File: src/rtl/inst_prefetch_queue.sv
// rtl/inst_prefetch_queue.sv - Instruction prefetch queue between instruction memory and IF/ID
//
// Fetches sequential instruction words ahead of the pipeline over a single
// outstanding req/ack handshake and buffers up to DEPTH {pc, ir} pairs. The
// oldest pair is presented to IF/ID, held while stalled, and the whole queue
// is discarded on a redirect.
//
// Ports:
//   i_clk          rising-edge clock
//   i_rst          synchronous active-high reset (priority over redirect)
//   i_redirect     PC change this cycle; flushes the queue
//   i_redirect_pc  new fetch address, bits [1:0] forced to zero
//   i_stall        head entry is not consumed this cycle
//   o_valid        head entry present
//   o_ir           head instruction word (0 when !o_valid)
//   o_pc_out       head instruction address (0 when !o_valid)
//   o_mem_req      fetch request to instruction memory
//   o_mem_addr     word-aligned fetch address, equal to the fetch pc
//   i_mem_ack      fetch complete, qualifies i_mem_rdata
//   i_mem_rdata    fetched instruction word
module inst_prefetch_queue #(
    parameter int          DEPTH    = 4,
    parameter logic [31:0] RESET_PC = 32'h0000_0000
) (
    input  logic        i_clk,
    input  logic        i_rst,
    input  logic        i_redirect,
    input  logic [31:0] i_redirect_pc,
    input  logic        i_stall,
    output logic        o_valid,
    output logic [31:0] o_ir,
    output logic [31:0] o_pc_out,
    output logic        o_mem_req,
    output logic [31:0] o_mem_addr,
    input  logic        i_mem_ack,
    input  logic [31:0] i_mem_rdata
);

    localparam int AW = $clog2(DEPTH);
    localparam int CW = AW + 1;
    localparam logic [CW-1:0] DEPTH_C = CW'(DEPTH);

    typedef enum logic [1:0] {
        ST_RUN   = 2'd0,
        ST_FULL  = 2'd1,
        ST_FLUSH = 2'd2
    } state_t;

    state_t         r_state;
    state_t         w_state_next;
    logic [AW-1:0]  r_rd_ptr;
    logic [AW-1:0]  r_wr_ptr;
    logic [CW-1:0]  r_count;
    logic [CW-1:0]  w_count_next;
    logic [31:0]    r_fetch_pc;
    logic [31:0]    r_pc_mem [DEPTH];
    logic [31:0]    r_ir_mem [DEPTH];

    logic           w_mem_req;
    logic           w_push;
    logic           w_pop;
    logic [31:0]    w_redirect_pc;

    assign w_redirect_pc = i_redirect_pc & 32'hFFFF_FFFC;

    // Request only in RUN; suppressed during the reset cycle so the memory
    // never sees a request whose response would be thrown away.
    assign w_mem_req = (r_state == ST_RUN) && !i_rst;

    // An ack in the redirect cycle belongs to the old stream and is dropped.
    assign w_push = w_mem_req && i_mem_ack && !i_redirect;
    assign w_pop  = o_valid && !i_stall && !i_redirect;

    always_comb begin
        w_count_next = r_count;
        case ({w_push, w_pop})
            2'b10:   w_count_next = r_count + CW'(1);
            2'b01:   w_count_next = r_count - CW'(1);
            default: w_count_next = r_count;
        endcase
    end

    // Next state looks at the post-update count so that a freeing pop puts
    // the request back on the bus in the very next cycle.
    always_comb begin
        w_state_next = r_state;
        case (r_state)
            ST_RUN: begin
                if (w_push && (w_count_next == DEPTH_C)) begin
                    w_state_next = ST_FULL;
                end
            end
            ST_FULL: begin
                if (w_count_next < DEPTH_C) begin
                    w_state_next = ST_RUN;
                end
            end
            ST_FLUSH: w_state_next = ST_RUN;
            default:  w_state_next = ST_RUN;
        endcase
        if (i_redirect) begin
            w_state_next = ST_FLUSH;
        end
    end

    always_ff @(posedge i_clk) begin
        if (i_rst) begin
            r_state    <= ST_RUN;
            r_rd_ptr   <= '0;
            r_wr_ptr   <= '0;
            r_count    <= '0;
            r_fetch_pc <= RESET_PC;
        end else if (i_redirect) begin
            r_state    <= ST_FLUSH;
            r_rd_ptr   <= '0;
            r_wr_ptr   <= '0;
            r_count    <= '0;
            r_fetch_pc <= w_redirect_pc;
        end else begin
            r_state <= w_state_next;
            r_count <= w_count_next;
            if (w_push) begin
                r_wr_ptr   <= r_wr_ptr + AW'(1);
                r_fetch_pc <= r_fetch_pc + 32'd4;
            end
            if (w_pop) begin
                r_rd_ptr <= r_rd_ptr + AW'(1);
            end
        end
    end

    // Entry storage needs no reset: the count alone decides what is visible.
    always_ff @(posedge i_clk) begin
        if (w_push) begin
            r_pc_mem[r_wr_ptr] <= r_fetch_pc;
            r_ir_mem[r_wr_ptr] <= i_mem_rdata;
        end
    end

    assign o_valid    = (r_count != '0);
    assign o_ir       = o_valid ? r_ir_mem[r_rd_ptr] : 32'd0;
    assign o_pc_out   = o_valid ? r_pc_mem[r_rd_ptr] : 32'd0;
    assign o_mem_req  = w_mem_req;
    assign o_mem_addr = r_fetch_pc;

endmodule

File: config.mk
export PLATFORM = sky130hd
export DESIGN_NAME = inst_prefetch_queue
export DESIGN_NICKNAME = d
export VERILOG_FILES = /design/src/rtl/inst_prefetch_queue.sv
export SDC_FILE = /design/constraint.sdc
export NUM_CORES = 1
export LEC_CHECK = 0
export BUFFER_PORTS_ARGS = -buffer_cell sky130_fd_sc_hd__buf_2
export CAP_MARGIN = 20
export CORE_MARGIN = 2
export CORE_UTILIZATION = 50
export DETAILED_ROUTE_END_ITERATION = 16
export PLACE_DENSITY = 0.79
export SETUP_SLACK_MARGIN = 0.1
export SLEW_MARGIN = 20
export SYNTH_ARGS = -nofsm -noshare
export SYNTH_HDL_FRONTEND = slang
export SYNTH_SLANG_ARGS = --single-unit
File: constraint.sdc
create_clock -name i_clk -period 6.45 [get_ports i_clk]
set_input_delay 1.935 -clock i_clk [delete_from_list [all_inputs] [get_ports i_clk]]
set_output_delay 1.935 -clock i_clk [all_outputs]
set_load 0.005 [all_outputs]
== Word-level counts from Yosys, hierarchy flattened ==
Memory sizes are Yosys's and may differ from the RTL's. A register that Yosys moved wholly into a read port is not among the register bits.
Cells that the tools add are included.
Storage, ports and cells
  memories kept: 2
  flip-flop bits (word level): 41
  memory bits (writable): 256
  input bits: 69
  ROM bits: 0
  output and inout bits: 98
  latch bits: 0
Cells by class
  muxes and demuxes: 15
  $lt $le $gt $ge: 1
  reduce and logical (&&, ||, !) cells: 15
  $add $sub $neg: 5
  shift-type cells: 0
  bitwise operators: 0
  equal/unequal tests: 8
  divide/modulo/power cells: 0
  multipliers: 0
Memories
  r_ir_mem: words 4, width 32, read ports 1, clocked after Yosys merged registers in 1, wr ports 1, RTL line 57  | logic [31:0] r_ir_mem [DEPTH];
  r_pc_mem: words 4, width 32, read ports 1, clocked after Yosys merged registers in 1, wr ports 1, RTL line 56  | logic [31:0] r_pc_mem [DEPTH];
Operators by type and width (number)
  32-bit two-way mux: 4
  32-bit by 3-bit adder with 32-bit output, second input constant: 1
  2-bit two-way mux: 7
  1-bit logical AND: 6
  3-bit one-hot mux with 2 select lines: 1
  2-bit by 1-bit adder with 2-bit output, second input constant: 2
  2-bit by 1-bit == test with 1-bit output, second input constant: 2
  2-bit one-hot mux with 2 select lines: 1
  2-bit AND reduction: 2
  3-bit by 1-bit adder with 3-bit output, second input constant: 1
  3-bit == test, second input constant: 1
  1-bit zero test: 3
  3-bit < comparator, second input constant: 1
  3-bit by 2-bit inequality test with 1-bit output, second input constant: 1
  3-bit inequality test, second input constant: 1
  3-bit nonzero test: 1
  3-bit by 1-bit subtractor with 3-bit output, second input constant: 1
  2-bit == test, second input constant: 1
  2-bit zero test: 1
  1-bit two-way mux: 2
  2-bit by 1-bit inequality test with 1-bit output, second input constant: 1
  2-bit inequality test, second input constant: 1
  2-bit nonzero test: 1
  2-bit OR reduction: 1

== Depth between registers and ports, before layout ==
  depth after elaboration: 11
  mapped depth: 12
  mapped depth without buffers: 10

== Least setup slack after synthesis ==
OpenSTA, ideal clock, no wires.
  path type: input to register
  start: in i_rst
  end: mem r_ir_mem[0][0], enable pin
  arrival time: 4329 ps
  slack: 1695 ps
  stages on the path: 4
  required time: 6023 ps
  cells stage by stage: buf_6 -> nor4b_2 -> clkbuf_1 -> and3_1
On the way
  word-level cells in the longest chain between the ends: 6
RTL lines
  start, declared: RTL line 26  | input logic i_rst,
  1-bit zero test: RTL line 68  | assign w_mem_req = (r_state == ST_RUN) && !i_rst;
  1-bit logical AND: RTL line 68
  1-bit logical AND (2 in series): RTL line 71  | assign w_push = w_mem_req && i_mem_ack && !i_redirect;
  1-bit two-way mux: RTL line 134  | if (w_push) begin
  1-bit two-way mux (not written as such): RTL line 136  | r_ir_mem[r_wr_ptr] <= i_mem_rdata;
  end, declared: RTL line 57
No other way between the ends.

== Final worst setup path ==
  start: in i_rst
  end: out o_mem_req
On the way
  word-level cells in the longest chain between the ends: 2
RTL lines
  1-bit zero test: RTL line 68
  1-bit logical AND: RTL line 68
  end, declared: RTL line 33  | output logic o_mem_req,
No other way between the ends.

==> metrics.yaml <==
cp_max_fo: 27
synth-main-ff-cell: "edfxtp_1"
rsz0062_at_grt: "false"
cts-resized-gates: 0
synthArstFlopShare_pct: 0
hold_depth: 2
relSlewSlack_pct: 34.1
endpoint_kind: "output port"
yosysWarnings: 0
finalSetupViolCount: 0
synth_enable_flop_cells: 248
clock_latency_ps: 530
cts_buffer_depth: 3
timing_worst_setup_path_type: "in2out"
clock.fmax_ghz: 0.202
seqCellArea_um2: 8280
fin_tns_setup_ps: 0
period_minus_slack_ps: 4950
worstReg2RegEnd: "r_state[0]"
r2r_setup_slack_ps: 3740
drt-pass1-iter-count: 5
wl_per_cell_um: 19.9
dp_hpwl_um: 14100
start_util_pct: 51.3
core_um2: 22800
path_clk_slew_ps: 60
rows: 55
cts_num_sinks: 289
hp-class: "reg2reg"
required_ps: 4510
maxSlewViolCount: 0
place_ws_ps: 1490
globalRouteMet2Util_pct: 31.8
ys_ff_latch: 289
htreeDepth: 1
ys_types: 44
setup_ws_ps: 1500
setup.worst_path.end: "o_mem_req"
die_width_um: 157
root_buffer: "clkbuf_16"
cts_inserted_buffers: 29
post_cts_buffers: 0
ff2ff_path_depth: 9
viasPerCell: 5.61
tightest_slew_ps: 988
syn2layout_area_growth_pct: 17.2
drt_drc_violations_left: 0
pin_count: 167
final_cell_mix: "edfxtp_1, buf_2, and2_1"
syn_inst: 694
status: "complete, no violations"
cp-start-kind: "input port"
die_h_um: 157
startpoint: "i_rst"
final_common_cell: "edfxtp_1"
finalWirelength_um: 23500
drtAntennaViolNets: 0
cp.arrival_ps: 3020
finalHoldViolCount: 0
finalCritPeriodShare_pct: 76.8
cts_hold_buf: 0
die_area_um2: 24700
vdd_ir_drop_max_uv: 169
grt_pass1_wl_um: 36100
worstReg2RegStart: "r_count[1]"
syn_avg_cell_area_um2: 16.9
cap_violations: 0
busiest_layer: "met2"
diodes: 0
fillers: 1727
drt_iter0_markers: 403
skew_ps: 8.76
antenna_found_initial: 0
ys_seq_area_share_pct: 70.6
nets: 925
met1_usage_pct: 26.5
overflow: 0
layout-drive-gt1-share_pct: 32.5
place_congestion: 0.830
grt_max_degree: 63
multiInputGateArea_um2: 3240
synth_area_um2: 11700
track_usage_pct: 18.9
power.leakage_nw: 4.75
num_vias: 6626
io_buffers: 160
grt_pass1_vias: 6573
power.density_nw_per_um2: 283
cts_tree: "built"
use_met3_pct: 3.00
## how the worst min path moves through the flow
stage	from	to	slack, ps
final	r_wr_ptr[1]	r_wr_ptr[1]	500
after global routing	r_wr_ptr[1]	r_wr_ptr[1]	540
after CTS	r_wr_ptr[1]	r_wr_ptr[1]	500
after detailed placement	r_wr_ptr[1]	r_wr_ptr[1]	490
after global placement	r_wr_ptr[1]	r_wr_ptr[1]	480
after floorplan	r_wr_ptr[0]	r_wr_ptr[0]	470
## final cells by class
cell class / count / area share (%)
Sequential cell: 289 / 60.3
Multi-Input combinational cell: 351 / 23.6
Timing Repair Buffer: 166 / 6.16
Clock buffer: 33 / 5.40
Tap cell: 313 / 2.85
Clock inverter: 18 / 1.39
Inverter: 12 / 0.328
## synth_stat cells, drive strengths merged, types with 13 or more instances
cell / count / share of area [%]
and2: 64 / 3.4
buf: 13 / 0.61
clkbuf: 32 / 1.0
dfxtp: 41 / 7.0
edfxtp: 248 / 64
mux4: 62 / 12
nand2: 23 / 0.74
nand3: 17 / 0.73
nand4: 13 / 0.69
nor2: 33 / 1.1
## logic make-up after synthesis
group           after synthesis  share of synthesized area, %
mux                          63                          12.0
fa+ha+maj                     7                         0.812
buf+inv                      57                          2.02
xor+xnor                     14                          1.05
flops                       289                          70.6
other cells                   1                        0.0320
compound gates               60                          3.73
simple gates                203                          9.73
## state kept, by name, summed over array words and instances (netlist names), named ones only
signal / cells
r_pc_mem: 120
o_mem_addr: 30
r_count: 3
r_state: 2
r_wr_ptr: 2
r_ir_mem: 128
r_rd_ptr: 2
## metrics by stage
| stage | util, % | instance area [um^2] | total power, mW | hold WS [ps] | std cells |
|---|---|---|---|---|---|
| finish | 60.1 | 13700 | 3.88 | 496 | 1182 |
| global route | 60.1 | 13700 | 4.00 | 542 | 1182 |
| CTS | 60.1 | 13700 | 3.91 | 496 | 1182 |
| detailed placement | 56.0 | 12800 | 2.29 | 488 | 1131 |
| global placement | 56.0 | 12800 | 2.28 | 482 | 1131 |
| floorplan | - | 11700 | 2.20 | 466 | 697 |
## power breakdown
group          internal [mW]  total (mW)  switching, mW
registers               2.06        2.10         0.0410
clock network          0.977        1.63          0.658
logic                 0.0665       0.147         0.0802
## metal layers
metal / wire (um) / part of all wire, %
met1: 10300 / 44
met2: 11400 / 48
met3: 1470 / 6.3
met4: 323 / 1.4
met5: 0 / 0
## critical path: stages
cell and delay [ps]:
buf_2 280, nor3_1 560, buf_2 230
No activity file was read; power rests on OpenSTA's default activity.
